<file path="src/rtl/ws2812_pkg.sv">
// Shared definitions for the WS2812 frame path: FSM encoding, frame geometry,
// and source indices.
package ws2812_pkg;

  typedef enum logic [1:0] {
    ST_IDLE   = 2'd0,
    ST_STREAM = 2'd1,
    ST_GAP    = 2'd2
  } state_t;

  localparam int unsigned BYTES_PER_LED = 3;

  localparam logic SRC_BG  = 1'b0;
  localparam logic SRC_OVL = 1'b1;

endpackage

</file>
<file path="src/rtl/ws2812_gap_timer.sv">
// Loadable down-counter that times the WS2812 latch gap.
// Ports: clk, rst (sync, active-high); load/load_val preset the count;
// dec counts down (holds at zero); done_c is high while the count is zero.
module ws2812_gap_timer
  import ws2812_pkg::*;
#(
  parameter int unsigned W = 1
) (
  input  logic         clk,
  input  logic         rst,
  input  logic         load,
  input  logic [W-1:0] load_val,
  input  logic         dec,
  output logic         done_c
);

  logic [W-1:0] cnt;

  // Load has priority over decrement; never wraps below zero.
  always_ff @(posedge clk) begin
    if (rst) begin
      cnt <= '0;
    end else if (load) begin
      cnt <= load_val;
    end else if (dec && (cnt != '0)) begin
      cnt <= cnt - W'(1);
    end
  end

  assign done_c = (cnt == '0);

endmodule

</file>
<file path="src/rtl/ws2812_frame_arbiter.sv">
// Shares one WS2812 byte serializer between a background source (src0) and a
// priority overlay source (src1). Grants last a whole frame, every frame is
// followed by a latch gap, and src0 is guaranteed a frame after MAX_CONSEC
// back-to-back src1 frames while it waits.
// Ports: clk, rst (sync, active-high); src_trigger/src_color from the sources,
// src_data_request back to them; drv_trigger/drv_color to the serializer,
// drv_data_request from it; active_src, busy, frame_done status.
module ws2812_frame_arbiter
  import ws2812_pkg::*;
#(
  parameter int unsigned LEDS       = 32,
  parameter int unsigned RESET_GAP  = 2500,
  parameter int unsigned MAX_CONSEC = 4
) (
  input  logic        clk,
  input  logic        rst,
  input  logic [1:0]  src_trigger,
  input  logic [15:0] src_color,
  output logic [1:0]  src_data_request,
  output logic        drv_trigger,
  output logic [7:0]  drv_color,
  input  logic        drv_data_request,
  output logic        active_src,
  output logic        busy,
  output logic        frame_done
);

  localparam int unsigned FRAME_BYTES = LEDS * BYTES_PER_LED;
  localparam int unsigned BCW = $clog2(FRAME_BYTES);
  localparam int unsigned GW  = (RESET_GAP > 1) ? $clog2(RESET_GAP) : 1;
  localparam int unsigned CW  = $clog2(MAX_CONSEC + 1);

  state_t         state, state_nxt;
  logic [BCW-1:0] byte_cnt, byte_cnt_nxt;
  logic [CW-1:0]  consec, consec_nxt;
  logic           active_nxt;
  logic           gap_load, gap_dec, gap_done;

  ws2812_gap_timer #(.W(GW)) u_gap_timer (
    .clk      (clk),
    .rst      (rst),
    .load     (gap_load),
    .load_val (GW'(RESET_GAP - 1)),
    .dec      (gap_dec),
    .done_c   (gap_done)
  );

  // State and bookkeeping registers.
  always_ff @(posedge clk) begin
    if (rst) begin
      state      <= ST_IDLE;
      byte_cnt   <= '0;
      consec     <= '0;
      active_src <= SRC_BG;
    end else begin
      state      <= state_nxt;
      byte_cnt   <= byte_cnt_nxt;
      consec     <= consec_nxt;
      active_src <= active_nxt;
    end
  end

  // Next state, counters and the serializer-facing mux.
  always_comb begin
    state_nxt        = state;
    byte_cnt_nxt     = byte_cnt;
    consec_nxt       = consec;
    active_nxt       = active_src;
    gap_load         = 1'b0;
    gap_dec          = 1'b0;
    drv_trigger      = 1'b0;
    drv_color        = 8'd0;
    src_data_request = 2'b00;
    frame_done       = 1'b0;

    unique case (state)
      ST_IDLE: begin
        if (src_trigger != 2'b00) begin
          // Overlay wins unless the background has waited out its quota.
          if (src_trigger[1] && !(src_trigger[0] && (consec == CW'(MAX_CONSEC))))
            active_nxt = SRC_OVL;
          else
            active_nxt = SRC_BG;
          byte_cnt_nxt = '0;
          state_nxt    = ST_STREAM;
        end
      end

      ST_STREAM: begin
        drv_trigger      = src_trigger[active_src];
        drv_color        = active_src ? src_color[15:8] : src_color[7:0];
        src_data_request = active_src ? {drv_data_request, 1'b0}
                                      : {1'b0, drv_data_request};
        if (drv_data_request) begin
          if (byte_cnt == BCW'(FRAME_BYTES - 1)) begin
            frame_done   = 1'b1;
            gap_load     = 1'b1;
            byte_cnt_nxt = '0;
            state_nxt    = ST_GAP;
            // Only overlay frames that made the background wait count.
            if ((active_src == SRC_OVL) && src_trigger[0])
              consec_nxt = (consec == CW'(MAX_CONSEC)) ? consec : consec + CW'(1);
            else
              consec_nxt = '0;
          end else begin
            byte_cnt_nxt = byte_cnt + BCW'(1);
          end
        end
      end

      ST_GAP: begin
        gap_dec = 1'b1;
        if (gap_done)
          state_nxt = ST_IDLE;
      end

      default: state_nxt = ST_IDLE;
    endcase
  end

  assign busy = (state != ST_IDLE);

endmodule

</file>
<file path="config.mk">
export PLATFORM = sky130hd
export DESIGN_NAME = ws2812_frame_arbiter
export DESIGN_NICKNAME = d
export VERILOG_FILES = /design/src/rtl/ws2812_pkg.sv /design/src/rtl/ws2812_gap_timer.sv /design/src/rtl/ws2812_frame_arbiter.sv
export SDC_FILE = /design/constraint.sdc
export NUM_CORES = 1
export LEC_CHECK = 0
export CORE_ASPECT_RATIO = 1.2
export CORE_MARGIN = 2
export CORE_UTILIZATION = 30
export CTS_CLUSTER_DIAMETER = 50
export CTS_CLUSTER_SIZE = 25
export DETAILED_ROUTE_END_ITERATION = 10
export DONT_BUFFER_PORTS = 1
export MAX_ROUTING_LAYER = met4
export PLACE_DENSITY = 0.42
export SLEW_MARGIN = 20
export SYNTH_ARGS = -nofsm -noshare
export SYNTH_HDL_FRONTEND = slang
export SYNTH_HIERARCHICAL = 1
export SYNTH_SLANG_ARGS = --single-unit
</file>
<file path="constraint.sdc">
create_clock -name clk -period 4 [get_ports clk]
set_input_delay 1 -clock clk [delete_from_list [all_inputs] [get_ports clk]]
set_output_delay 1 -clock clk [all_outputs]
set_load 0.05 [all_outputs]
</file>
==> results.py <==
metrics = {
    "global_route": {
        "grt_max_degree": 24,
        "grtUsageTotal": 0.129,
        "grt_pass1_vias": 1334,
        "grt_pass1_wl_um": 6070,
        "antenna_found_initial": 0,
        "overflow": 0,
    },
    "clock_tree": {
        "clkTransAtPathRegs_ps": 90,
        "cts_tree": "built",
        "cts_root_buf": "clkbuf_8",
        "insertion_delay_ps": 270,
        "numClockSinks": 25,
        "cts_setup_buffers": 0,
        "cts_buffers": 3,
        "clockBufferDepth": 2,
        "ctsResizeCount": 0,
        "htree_levels": 1,
        "cts_hold_buf": 0,
    },
    "timing": {
        "drv_slew": 0,
        "fmax_ghz": 0.312,
        "finClkSkew_ps": 6.58,
        "worst_slew_pin_slew_ps": 1090,
        "hold_viol": 0,
        "period_needed_ps": 3200,
        "post-route-period-util": 0.801,
        "final.setup.tns_ps": 0,
        "setup_viol": 0,
        "slew_headroom": 0.273,
        "rsz0062_at_grt": "no",
    },
    "critical_path": {
        "critPathBufInv": 0,
        "cp.arrival_ps": 2200,
        "end_kind": "primary output",
        "critPathSlowestCell": "dfxtp_1",
        "crit_family": "flip-flops",
        "required_ps": 3000,
        "crit_path_start_kind": "register",
        "path_cells": "mux2i_1, nor2_1",
        "critical-path-max-stage-delay_ps": 1050,
        "path_class": "register to primary output",
        "worstPathMaxFanout": 15,
    },
    "pwr": {
        "p_leak_nw": 0.687,
        "vdd_drop_max_mv": 0.113,
        "power_density_nw_per_um2": 271,
    },
    "final_layout": {
        "n_antenna_cell": 0,
        "utilization": 0.343,
        "fillers": 565,
        "drive_gt1_frac": 0.0981,
        "nNetsFinal": 241,
        "areaGrowthSynthToFinish_pct": 11.7,
    },
    "floorplan": {
        "start_util": 0.307,
        "fp-row-count": 29,
        "io_pins": 35,
        "chipHeight_um": 84.1,
        "dieArea_um2": 5950,
        "die_x_um": 70.8,
        "core_area_um2": 5230,
    },
    "placed_design": {
        "dp_hpwl_um": 2790,
        "port_buffers": 0,
        "place.gp.congestion": 0.815,
    },
    "routing": {
        "drt_iter0_markers": 50,
        "drtPass1Iterations": 4,
        "wirelength_um": 3690,
        "drt-vias-per-instance": 5.30,
        "vias": 1464,
        "drc": 0,
        "ant_nets": 0,
        "wl_per_cell_um": 13.4,
    },
    "logic_synthesis": {
        "yosys.area.top_type_share": 0.312,
        "ys.flop_type": "dfxtp_1",
        "yosys.area.top_type": "dfxtp_1",
        "syn_area_um2": 1610,
        "synth_edf_count": 0,
        "async_flop_share": 0,
        "avgSynthCellArea_um2": 7.99,
        "synth.most_common_cell": "dfxtp_1",
        "ys_seq_area_frac": 0.312,
        "synth_warnings": 6,
        "ys_top_cells_by_area": "dfxtp_1, mux2i_1, nor2_1",
        "yosysUniqueCellTypes": 50,
        "synth_cells": 201,
        "synth.top_cells.by_count": "dfxtp_1, nor2_1, a21oi_1",
        "ys_seq_elements": 25,
    },
    "status": {
        "outcome": "finished clean",
    },
    "hold_path": {
        "hp-class": "register to register",
    },
    "run": {
        "cap_violations": 0,
    },
}
[path summary, 6_finish.rpt]
kind,cells after the start,start,slack [ps],endpoint
setup / recovery,2,active_src,800,drv_color[1]
hold / removal,2,byte_cnt[5],490,byte_cnt[5]
setup reg to reg,8,byte_cnt[0],1240,u_gap_timer/cnt[3]
hold reg to reg,2,byte_cnt[5],490,byte_cnt[5]
[state kept, by name, summed over array words and instances (netlist names)]
register,count
consec,3
active_src,1
state,2
byte_cnt,7
u_gap_timer/cnt,12
[routing by layer]
metal / up-vias / global-route usage / share of wire
met1: 664 / 0.138 / 0.41
met2: 44 / 0.235 / 0.51
met3: 5 / 0.0192 / 0.054
met5: - / - / 0
li1: 751 / - / -
met4: 0 / 0.0515 / 0.016
[worst reg2reg max path: stages (launching register included)]
cell	delay (ps)
dfxtp_1	400
ha_1	240
nand3b_1	130
or3_1	390
inv_1	530
inv_1	410
o311a_1	240
a221oi_1	250
nor2_1	60
[logic make-up after synthesis]
| group | Yosys count | share of synthesized area |
|---|---|---|
| buf+inv | 22 | 0.0530 |
| mux | 10 | 0.0624 |
| fa+ha+maj | 5 | 0.0390 |
| flops | 25 | 0.312 |
| xor+xnor | 6 | 0.0327 |
| simple gates | 86 | 0.305 |
| compound gates | 45 | 0.192 |
| other cells | 2 | 0.00468 |
[power breakdown]
part           switching, W  internal [W]  total (W)  leakage (nW)
sequential       0.00000951      0.000252   0.000261         0.202
combinational     0.0000485     0.0000231  0.0000717         0.462
clock             0.0000812     0.0000713   0.000153        0.0228
total              0.000139      0.000346   0.000485         0.687
[layout make-up]
| class | instances | area [um^2] | share of cell area |
|---|---|---|---|
| multi-input cells | 164 | 1060 | 0.590 |
| clock buffers | 4 | 45.0 | 0.0251 |
| well taps | 62 | 77.6 | 0.0433 |
| flip-flops and latches | 25 | 500 | 0.279 |
| inverters | 12 | 45.0 | 0.0251 |
| repair buffers | 9 | 67.6 | 0.0377 |
[per-stage QoR]
| step | std cells | total power [W] | hold slack [ps] | setup slack [ps] | area (um^2) |
|---|---|---|---|---|---|
| floorplan | 211 | 0.000327 | 460 | 936 | 1640 |
| global placement | 272 | 0.000338 | 473 | 863 | 1750 |
| detailed placement | 272 | 0.000339 | 483 | 812 | 1750 |
| CTS | 276 | 0.000497 | 498 | 769 | 1790 |
| global route | 276 | 0.000510 | 537 | 697 | 1790 |
| finish | 276 | 0.000485 | 492 | 797 | 1790 |
[cells in the final DEF, fill, tap and decap left out, drive strengths merged, types with 3 or more instances in the layout]
master / synthesis / routed
conb: 2 / 12
a21oi: 16 / 16
nand2: 9 / 9
or3: 5 / 5
a311oi: 4 / 4
dfxtp: 25 / 25
nor4: 4 / 4
nand3b: 4 / 4
nand3: 7 / 7
nor2: 23 / 23
or4: 8 / 8
nor3: 8 / 8
buf: 4 / 9
inv: 12 / 12
o21ai: 6 / 6
xnor2: 5 / 5
mux2i: 10 / 10
nor3b: 3 / 3
ha: 5 / 5
clkbuf: 6 / 4
o31ai: 5 / 5
No activity file was read; power rests on OpenSTA's default activity.
